<file path="src/rtl/pipe_mem_arbiter_pkg.sv">
// Shared constants for the IF/MEM unified-memory arbiter.
// State codes, watchdog error word and port-select values.
package pipe_mem_arbiter_pkg;

  localparam logic [2:0] ST_IDLE   = 3'd0;
  localparam logic [2:0] ST_I_XFER = 3'd1;
  localparam logic [2:0] ST_D_XFER = 3'd2;
  localparam logic [2:0] ST_I_DONE = 3'd3;
  localparam logic [2:0] ST_D_DONE = 3'd4;

  localparam logic [31:0] ERR_WORD = 32'hDEADBEEF;

  localparam logic PORT_I = 1'b0;
  localparam logic PORT_D = 1'b1;

  function automatic logic is_xfer(input logic [2:0] s);
    return (s == ST_I_XFER) || (s == ST_D_XFER);
  endfunction

endpackage

</file>
<file path="src/rtl/pipe_arb_watchdog.sv">
// Ack watchdog for the memory arbiter: flags a transfer that
// has waited ACK_TIMEOUT cycles without m_ack (0 disables it).
module pipe_arb_watchdog #(
  parameter int ACK_TIMEOUT = 255
) (
  input  logic clock,
  input  logic reset,
  input  logic clear,
  input  logic count_en,
  output logic expired
);

  localparam int CW = (ACK_TIMEOUT > 1) ? $clog2(ACK_TIMEOUT) : 1;

  if (ACK_TIMEOUT == 0) begin : g_off
    logic unused;
    assign unused  = ^{clock, reset, clear, count_en};
    assign expired = 1'b0;
  end else begin : g_on
    localparam logic [CW-1:0] LAST = CW'(ACK_TIMEOUT - 1);
    logic [CW-1:0] cnt;

    always_ff @(posedge clock) begin
      if (reset || clear) cnt <= '0;
      else if (count_en)  cnt <= cnt + CW'(1);
    end

    // fires in the ACK_TIMEOUT-th waiting cycle
    assign expired = count_en && (cnt == LAST);
  end

endmodule

</file>
<file path="src/rtl/pipe_mem_arbiter.sv">
// IF/MEM arbiter for one single-port memory, data port first.
// Define MEM_ARB_PERF_EN to add perf_conflict/perf_stall counters.
module pipe_mem_arbiter
  import pipe_mem_arbiter_pkg::*;
#(
  parameter int AW          = 32,
  parameter int DW          = 32,
  parameter int ACK_TIMEOUT = 255
) (
  input  logic          clock,
  input  logic          reset,
  input  logic          i_req,
  input  logic [AW-1:0] i_addr,
  output logic [DW-1:0] i_rdata,
  output logic          i_ready,
  input  logic          d_req,
  input  logic          d_we,
  input  logic [AW-1:0] d_addr,
  input  logic [DW-1:0] d_wdata,
  output logic [DW-1:0] d_rdata,
  output logic          d_ready,
  output logic          m_req,
  output logic          m_we,
  output logic [AW-1:0] m_addr,
  output logic [DW-1:0] m_wdata,
  input  logic [DW-1:0] m_rdata,
  input  logic          m_ack,
  output logic          stall_if,
  output logic          stall_mem,
  output logic          bus_err
`ifdef MEM_ARB_PERF_EN
  ,
  output logic [31:0]   perf_conflict,
  output logic [31:0]   perf_stall
`endif
);

  logic [2:0] state;
  logic [2:0] state_n;
  logic       xfer;
  logic       expired;
  logic       sel;

  assign xfer = is_xfer(state);
  assign sel  = d_req ? PORT_D : PORT_I;

  pipe_arb_watchdog #(
    .ACK_TIMEOUT(ACK_TIMEOUT)
  ) u_wdog (
    .clock   (clock),
    .reset   (reset),
    .clear   (~xfer),
    .count_en(xfer & ~m_ack),
    .expired (expired)
  );

  always_ff @(posedge clock) begin
    if (reset) state <= ST_IDLE;
    else       state <= state_n;
  end

  always_comb begin
    state_n = state;
    unique case (1'b1)
      (state == ST_IDLE): begin
        if (d_req)      state_n = ST_D_XFER;
        else if (i_req) state_n = ST_I_XFER;
      end
      (state == ST_I_XFER):
        if (m_ack || expired) state_n = ST_I_DONE;
      (state == ST_D_XFER):
        if (m_ack || expired) state_n = ST_D_DONE;
      (state == ST_I_DONE),
      (state == ST_D_DONE):
        state_n = ST_IDLE;
      default:
        state_n = ST_IDLE;
    endcase
  end

  always_comb begin
    m_req   = xfer;
    i_ready = (state == ST_I_DONE);
    d_ready = (state == ST_D_DONE);
  end

  assign stall_if  = i_req & ~i_ready;
  assign stall_mem = d_req & ~d_ready;

  always_ff @(posedge clock) begin
    if (reset) begin
      m_we    <= 1'b0;
      m_addr  <= '0;
      m_wdata <= '0;
      i_rdata <= '0;
      d_rdata <= '0;
      bus_err <= 1'b0;
    end else begin
      if (state == ST_IDLE && (d_req || i_req)) begin
        if (sel == PORT_D) begin
          m_we    <= d_we;
          m_addr  <= d_addr;
          m_wdata <= d_wdata;
        end else begin
          m_we   <= 1'b0;
          m_addr <= i_addr;
        end
      end
      if (state == ST_I_XFER) begin
        if (m_ack)        i_rdata <= m_rdata;
        else if (expired) i_rdata <= DW'(ERR_WORD);
      end
      // stores keep the last load value in d_rdata
      if (state == ST_D_XFER) begin
        if (m_ack) begin
          if (!m_we) d_rdata <= m_rdata;
        end else if (expired) begin
          d_rdata <= DW'(ERR_WORD);
        end
      end
      if (expired) bus_err <= 1'b1;
    end
  end

`ifdef MEM_ARB_PERF_EN
  always_ff @(posedge clock) begin
    if (reset) begin
      perf_conflict <= '0;
      perf_stall    <= '0;
    end else begin
      if (state == ST_IDLE && i_req && d_req)
        perf_conflict <= perf_conflict + 32'd1;
      if (stall_if || stall_mem)
        perf_stall <= perf_stall + 32'd1;
    end
  end
`endif

endmodule
</file>
<file path="config.mk">
export PLATFORM = sky130hd
export DESIGN_NAME = pipe_mem_arbiter
export DESIGN_NICKNAME = d
export VERILOG_FILES = /design/src/rtl/pipe_mem_arbiter_pkg.sv /design/src/rtl/pipe_arb_watchdog.sv /design/src/rtl/pipe_mem_arbiter.sv
export SDC_FILE = /design/constraint.sdc
export NUM_CORES = 1
export LEC_CHECK = 0
export CAP_MARGIN = 20
export CORE_MARGIN = 2
export CORE_UTILIZATION = 41
export CTS_CLUSTER_SIZE = 24
export DETAILED_ROUTE_END_ITERATION = 7
export GPL_TIMING_DRIVEN = 0
export PLACE_DENSITY_LB_ADDON = 0.15
export SETUP_SLACK_MARGIN = 0.05
export SYNTH_ARGS = -nofsm -noshare
export SYNTH_HDL_FRONTEND = slang
export SYNTH_SLANG_ARGS = --single-unit
</file>
<file path="constraint.sdc">
create_clock -name clock -period 1.7 [get_ports clock]
set_input_delay 0.425 -clock clock [delete_from_list [all_inputs] [get_ports clock]]
set_output_delay 0.425 -clock clock [all_outputs]
set_load 0.01 [all_outputs]
</file>
==> results.md, run 1 <==
* Status: complete, but fails checks
* Failing checks: negative setup slack
* Fin nets at 1060
* F_max at 561 MHz
* H-tree lvl count at 4
* Mapped Cells at 607
* CORE AREA at 0.0132 mm^2
* Crit end category: output pin
* Crit path DAT at 1.36 ns
* Ys Warns at 0
* Area Overhead vs Synth at 73.6%
* Die area at 0.0145 mm^2
* Pin count of the biggest net entering global routing at 17
* Clk sinks at 141
* Max-slew violations at 0
* Die Ht at 120 um
* Num CTS Buffers at 17
* Clock transition at path regs at 0.06 ns
* #FFs+latches synth at 141
* Fin crit share at 1.05
* Clock Skew at 0.00781 ns
* Setup WS pre-CTS at -0.745 ns
* Worst path max stage delay at 0.34 ns
* Number of synthesized flops with an enable pin at 0
* Root Buffer: clkbuf_16
* Min-delay worst type: flip-flop to flip-flop
* Dpl hpwl at 13.0 mm
* Multi-input logic area at 0.00280 mm^2
* Gr usage total at 0.237
* PD cells at 1130 mW/mm^2
* Min Tclk post-route at 1.78 ns
* Vias in the first global route at 5533
* Commonest non-fill, non-tap cells in the layout: dfxtp_1 (136), clkdlybuf4s50_1 (131), dlygate4sd2_1 (130)
* Worst-Skew Late Latency at 0.42 ns
* # port buffers at 267
* Final setup vio count at 6
* FF-to-FF Start: state[1]
* Startpoint types: flip-flop
* Routed WL per cell at 16.5 um
* Io pins at 269
* Worst Setup SP: state[1]
* Inserted Diodes at 0
* Synth Cell Area at 0.00556 mm^2
* Slew margin rel. at 0.543
* Initial antenna violation count at 0
* Rows at 42
* Final WL at 18.3 mm
* DRT iter0 DRCs at 234
* Total iterations of the first detailed-routing run at 4
* First-pass GRT wire length at 27.0 mm
* Cell chain of the critical path: buf_8 -> xor2_4 -> nor2b_4 -> buf_6
* Unrepaired setup endpoints after global routing: true
* Hold slack at 0.450 ns
* Ys async rst share at 0
* Synth Net Count at 743
* CTS tree: done
* Vias at 5545
* Routability congestion estimate at 0.784
* Critical Path RT at 1.27 ns
* Sequential share of the synthesized area at 0.507
* Post-layout worst setup margin at -0.0834 ns
* Initial Utilization at 0.420
* CP max FO at 6
* Max clock buf depth at 2
* DRT antenna net count at 0
* Fin area at 0.00966 mm^2
* Primary FF master, synth: dfxtp_1
* Final hold vios at 0
* Register Area at 0.00283 mm^2
* Layout cells sized above 1 at 0.176
* Fill count at 997
* DRC Markers at 0
* Total of max-cap violations at 0
* Reg-to-reg endpoint: m_addr[18]
* Critical Path Sink: m_req
* Peak supply drop at 0.000816 V
* CP max-delay cell: dfxtp_2
* R2R Setup Slk at 0 ns
* Worst-margin pin slew at 0.685 ns
* Gr ovfl total at 0
* Kind of critical path: flip-flop to output pin
* Cell Area, Placed at 0.00846 mm^2
* Distinct cells, synth at 39
* Vias/cell at 4.98
* Commonest non-fill, non-tap cell in the layout: dfxtp_1
* Syn Area/Cell at 9.17 um^2
* P_leak at 4.36 nW
* Die width at 120 um
* Cells on worst reg2reg path at 8
[flip-flops by register name, indices dropped and copies added (netlist names)]
signal           count
d_rdata             32
i_rdata             32
m_addr              32
m_wdata             32
u_wdog.g_on.cnt      8
state                3
bus_err              1
m_we                 1
[cell usage after synthesis (all sizes together), types with 2 or more instances]
cell type,n,area (um^2)
a211oi,33,248
a21oi,85,429
a22o,8,70.1
and2,2,12.5
and3b,2,17.5
buf,26,139
clkbuf,24,90.1
dfxtp,141,2820
ha,2,25.0
inv,3,11.3
mux2i,33,330
nand2,76,285
nand2b,12,75.1
nand3,3,15.0
nand4,2,12.5
nor2,44,165
nor2b,31,194
nor3,2,26.3
nor3b,3,22.5
o21a,48,360
o21ai,9,45.0
o21bai,2,15.0
xnor2,2,17.5
xor2,6,60.1
[report_power, final]
group | internal [mW] | total, mW | switching [mW]
Sequential | 3.72 | 3.97 | 0.249
Combinational | 1.60 | 3.14 | 1.54
Clock | 2.47 | 3.83 | 1.36
[worst min path at each step]
| stage | startpoint | depth (start not counted) | endpoint | slack, ns |
|---|---|---|---|---|
| finish | m_wdata[8] | 2 | m_wdata[8] | 0.45 |
| global route | m_wdata[30] | 2 | m_wdata[30] | 0.47 |
| floorplan | bus_err | 2 | bus_err | 0.47 |
| CTS | m_wdata[8] | 2 | m_wdata[8] | 0.45 |
| global placement | bus_err | 2 | bus_err | 0.44 |
| detailed placement | m_wdata[8] | 2 | m_wdata[8] | 0.45 |
[timing repair]
| item | CTS | global route |
|---|---|---|
| gates resized for setup | 212 | 90 |
| pin swaps | 8 | 28 |
| setup endpoints to repair | 267 | 113 |
| setup buffers | 18 | 9 |
| hold buffers | 0 | 0 |
| gates cloned | 1 | 4 |
| endpoints found under the hold margin | 0 | 0 |
[cell families after synthesis]
family	synth area share
muxes	0.0594
buffers and inverters	0.0432
adders and majority gates	0.00450
and+or+nand+nor	0.159
AOI/OAI and AO/OA	0.213
DFF	0.507
xor gates and xnor gates	0.0139
[per-stage QoR]
step / std cells / TNS [ns] / util / total power, mW
6_report: 1113 / -0.251 / 0.729 / 10.9
5_1_grt: 1113 / -0.826 / 0.729 / 11.4
4_1_cts: 1100 / -0.294 / 0.696 / 10.5
3_5_place_dp: 1050 / -84.20 / 0.639 / 6.68
3_3_place_gp: 1050 / -76.84 / 0.639 / 6.60
2_1_floorplan: 607 / 0 / - / 5.23
[critical path: cells and delay by family, from the launching register on]
family / cells / cell delay (ns)
xor gates and xnor gates: 1 / 0.16
buffers and inverters: 2 / 0.25
DFF: 1 / 0.34
and+or+nand+nor: 1 / 0.18
[metal layers]
metal	GRT usage	up-vias	share of wire
met5	0	-	0
li1	-	2731	-
met3	0.0703	30	0.069
met2	0.427	187	0.51
met1	0.259	2597	0.40
met4	0.0974	0	0.025
[area by class of cell]
cell class	count	area share
Inverter	3	0.00168
Tap cell	176	0.0228
Clock inverter	13	0.0178
Multi-Input combinational cell	413	0.290
Clock buffer	19	0.0459
Timing Repair Buffer	299	0.291
Sequential cell	141	0.293
Buffer	49	0.0374
(Power assumes the default switching activity.)
==> inputs of run 2 (changes only) <==
==> constraint.sdc (replaced) <==
create_clock -name clock -period 2 [get_ports clock]
set_input_delay 0.5 -clock clock [delete_from_list [all_inputs] [get_ports clock]]
set_output_delay 0.5 -clock clock [all_outputs]
set_load 0.01 [all_outputs]
==> run 2 against run 1 <==
Effect of this change:
- the flow now finishes without violations
- combinational power fell by 24%
- largest power group unchanged
- highest routed layer unchanged
- sequential power fell by 16%
- hold slack improved by 0.0040 ns
==> results.md, run 2 (synthesized netlist as in run 1, its figures left out) <==
* Die Ht at 120 um
* Min Tclk post-route at 1.90 ns
* Peak supply drop at 0.000693 V
* Gr ovfl total at 0
* Dpl hpwl at 13.0 mm
* Kind of critical path: input port to output pin
* Min-delay worst type: flip-flop to flip-flop
* Clk sinks at 141
* Multi-input logic area at 0.00257 mm^2
* Initial antenna violation count at 0
* Final WL at 17.1 mm
* # port buffers at 267
* Layout cells sized above 1 at 0.101
* DRC Markers at 0
* Fill count at 1005
* Die area at 0.0145 mm^2
* Gr usage total at 0.233
* CTS tree: done
* F_max at 525 MHz
* Inserted Diodes at 0
* Commonest non-fill, non-tap cells in the layout: clkdlybuf4s50_1 (261), dfxtp_1 (139), a21oi_1 (84)
* Num CTS Buffers at 17
* Hold_buf cts at 0
* Initial Utilization at 0.420
* H-tree lvl count at 4
* Hold slack at 0.454 ns
* Routability congestion estimate at 0.784
* Die width at 120 um
* Fin cells at 1093
* Commonest non-fill, non-tap cell in the layout: clkdlybuf4s50_1
* Area Overhead vs Synth at 66.2%
* Crit end category: output pin
* Pin count of the biggest net entering global routing at 17
* Total of max-cap violations at 0
* Met2 routed WL at 8.65 mm
* Max clock buf depth at 2
* CP max FO at 3
* Vias at 5393
* PD cells at 971 mW/mm^2
* Clock transition at path regs at 0.06 ns
* Max-slew violations at 0
* Vias in the first global route at 5447
* Metal-1 WL at 6.78 mm
* DRT iter0 DRCs at 216
* Routed WL per cell at 15.7 um
* Startpoint types: input port
* Slew margin rel. at 0.524
* Worst-margin pin slew at 0.714 ns
* Unrepaired setup endpoints after global routing: true
* CORE AREA at 0.0132 mm^2
* Root Buffer: clkbuf_16
* First-pass GRT wire length at 26.6 mm
* Io pins at 269
* Max Used Layer: met4
* Total iterations of the first detailed-routing run at 4
* Crit path DAT at 1.40 ns
* Vias/cell at 4.93
* Final hold vios at 0
* Critical Path RT at 1.50 ns
* Final setup vio count at 0
* Status: finished clean
* Clock Skew at 0.00731 ns
* Worst-Skew Late Latency at 0.42 ns
* P_leak at 3.60 nW
* Inst Count DP at 1050
* Rows at 42
* Met3 wire len at 1.27 mm
* DRT antenna net count at 0
* Register Area at 0.00283 mm^2
* Fin nets at 1040
* Fin crit share at 0.952
* R2R Setup Slk at 0.17 ns
==> run 2: routing by layer <==
metal / up-vias / global-route usage
met2: 179 / 0.417
met1: 2492 / 0.254
met5: - / 0
met3: 30 / 0.0712
li1: 2692 / -
met4: 0 / 0.0981
==> run 2: area by class of cell <==
type,count,share of cell area
timing repair buffer,279,0.297
inverter,3,0.00149
tap,176,0.0238
clock buffer,19,0.0479
multi-input combinational,413,0.278
buffer,49,0.0280
clock inverter,13,0.0185
sequential,141,0.306
==> run 2: path summary, 6_finish.rpt <==
kind,cells past startpoint,to,from
max,3,stall_if,i_req
min,2,m_wdata[8],m_wdata[8]
max reg2reg,9,i_rdata[25],state[1]
min reg2reg,2,m_wdata[8],m_wdata[8]
==> run 2: timing repair <==
action	4_1_cts	5_1_grt
buffers inserted	8	4
pin swaps	2	3
hold endpoints to repair	0	0
setup endpoints to repair	99	98
resized for setup	36	18
==> run 2: critical path, stage by stage <==
cell and delay, ns:
clkdlybuf4s50_1 0.51, nor2b_1 0.15, clkdlybuf4s15_2 0.24
==> run 2: report_power, final <==
group | internal [mW] | total, mW | leakage [nW] | switching (mW)
Combinational | 1.27 | 2.38 | 2.14 | 1.11
Sequential | 3.16 | 3.35 | 1.15 | 0.189
Clock | 2.10 | 3.25 | 0.306 | 1.15
Total | 6.53 | 8.98 | 3.60 | 2.45
==> run 2: metrics by stage <==
step	power [mW]	setup TNS, ns	setup slack (ns)	util	area, um^2
2_1_floorplan	4.44	0	0.312	-	5560
3_3_place_gp	5.61	-45.45	-0.464	0.639	8460
3_5_place_dp	5.68	-52.73	-0.520	0.639	8460
4_1_cts	9.01	0	0.0510	0.695	9200
5_1_grt	9.38	0	0.00550	0.698	9250
6_report	8.98	0	0.0968	0.698	9250
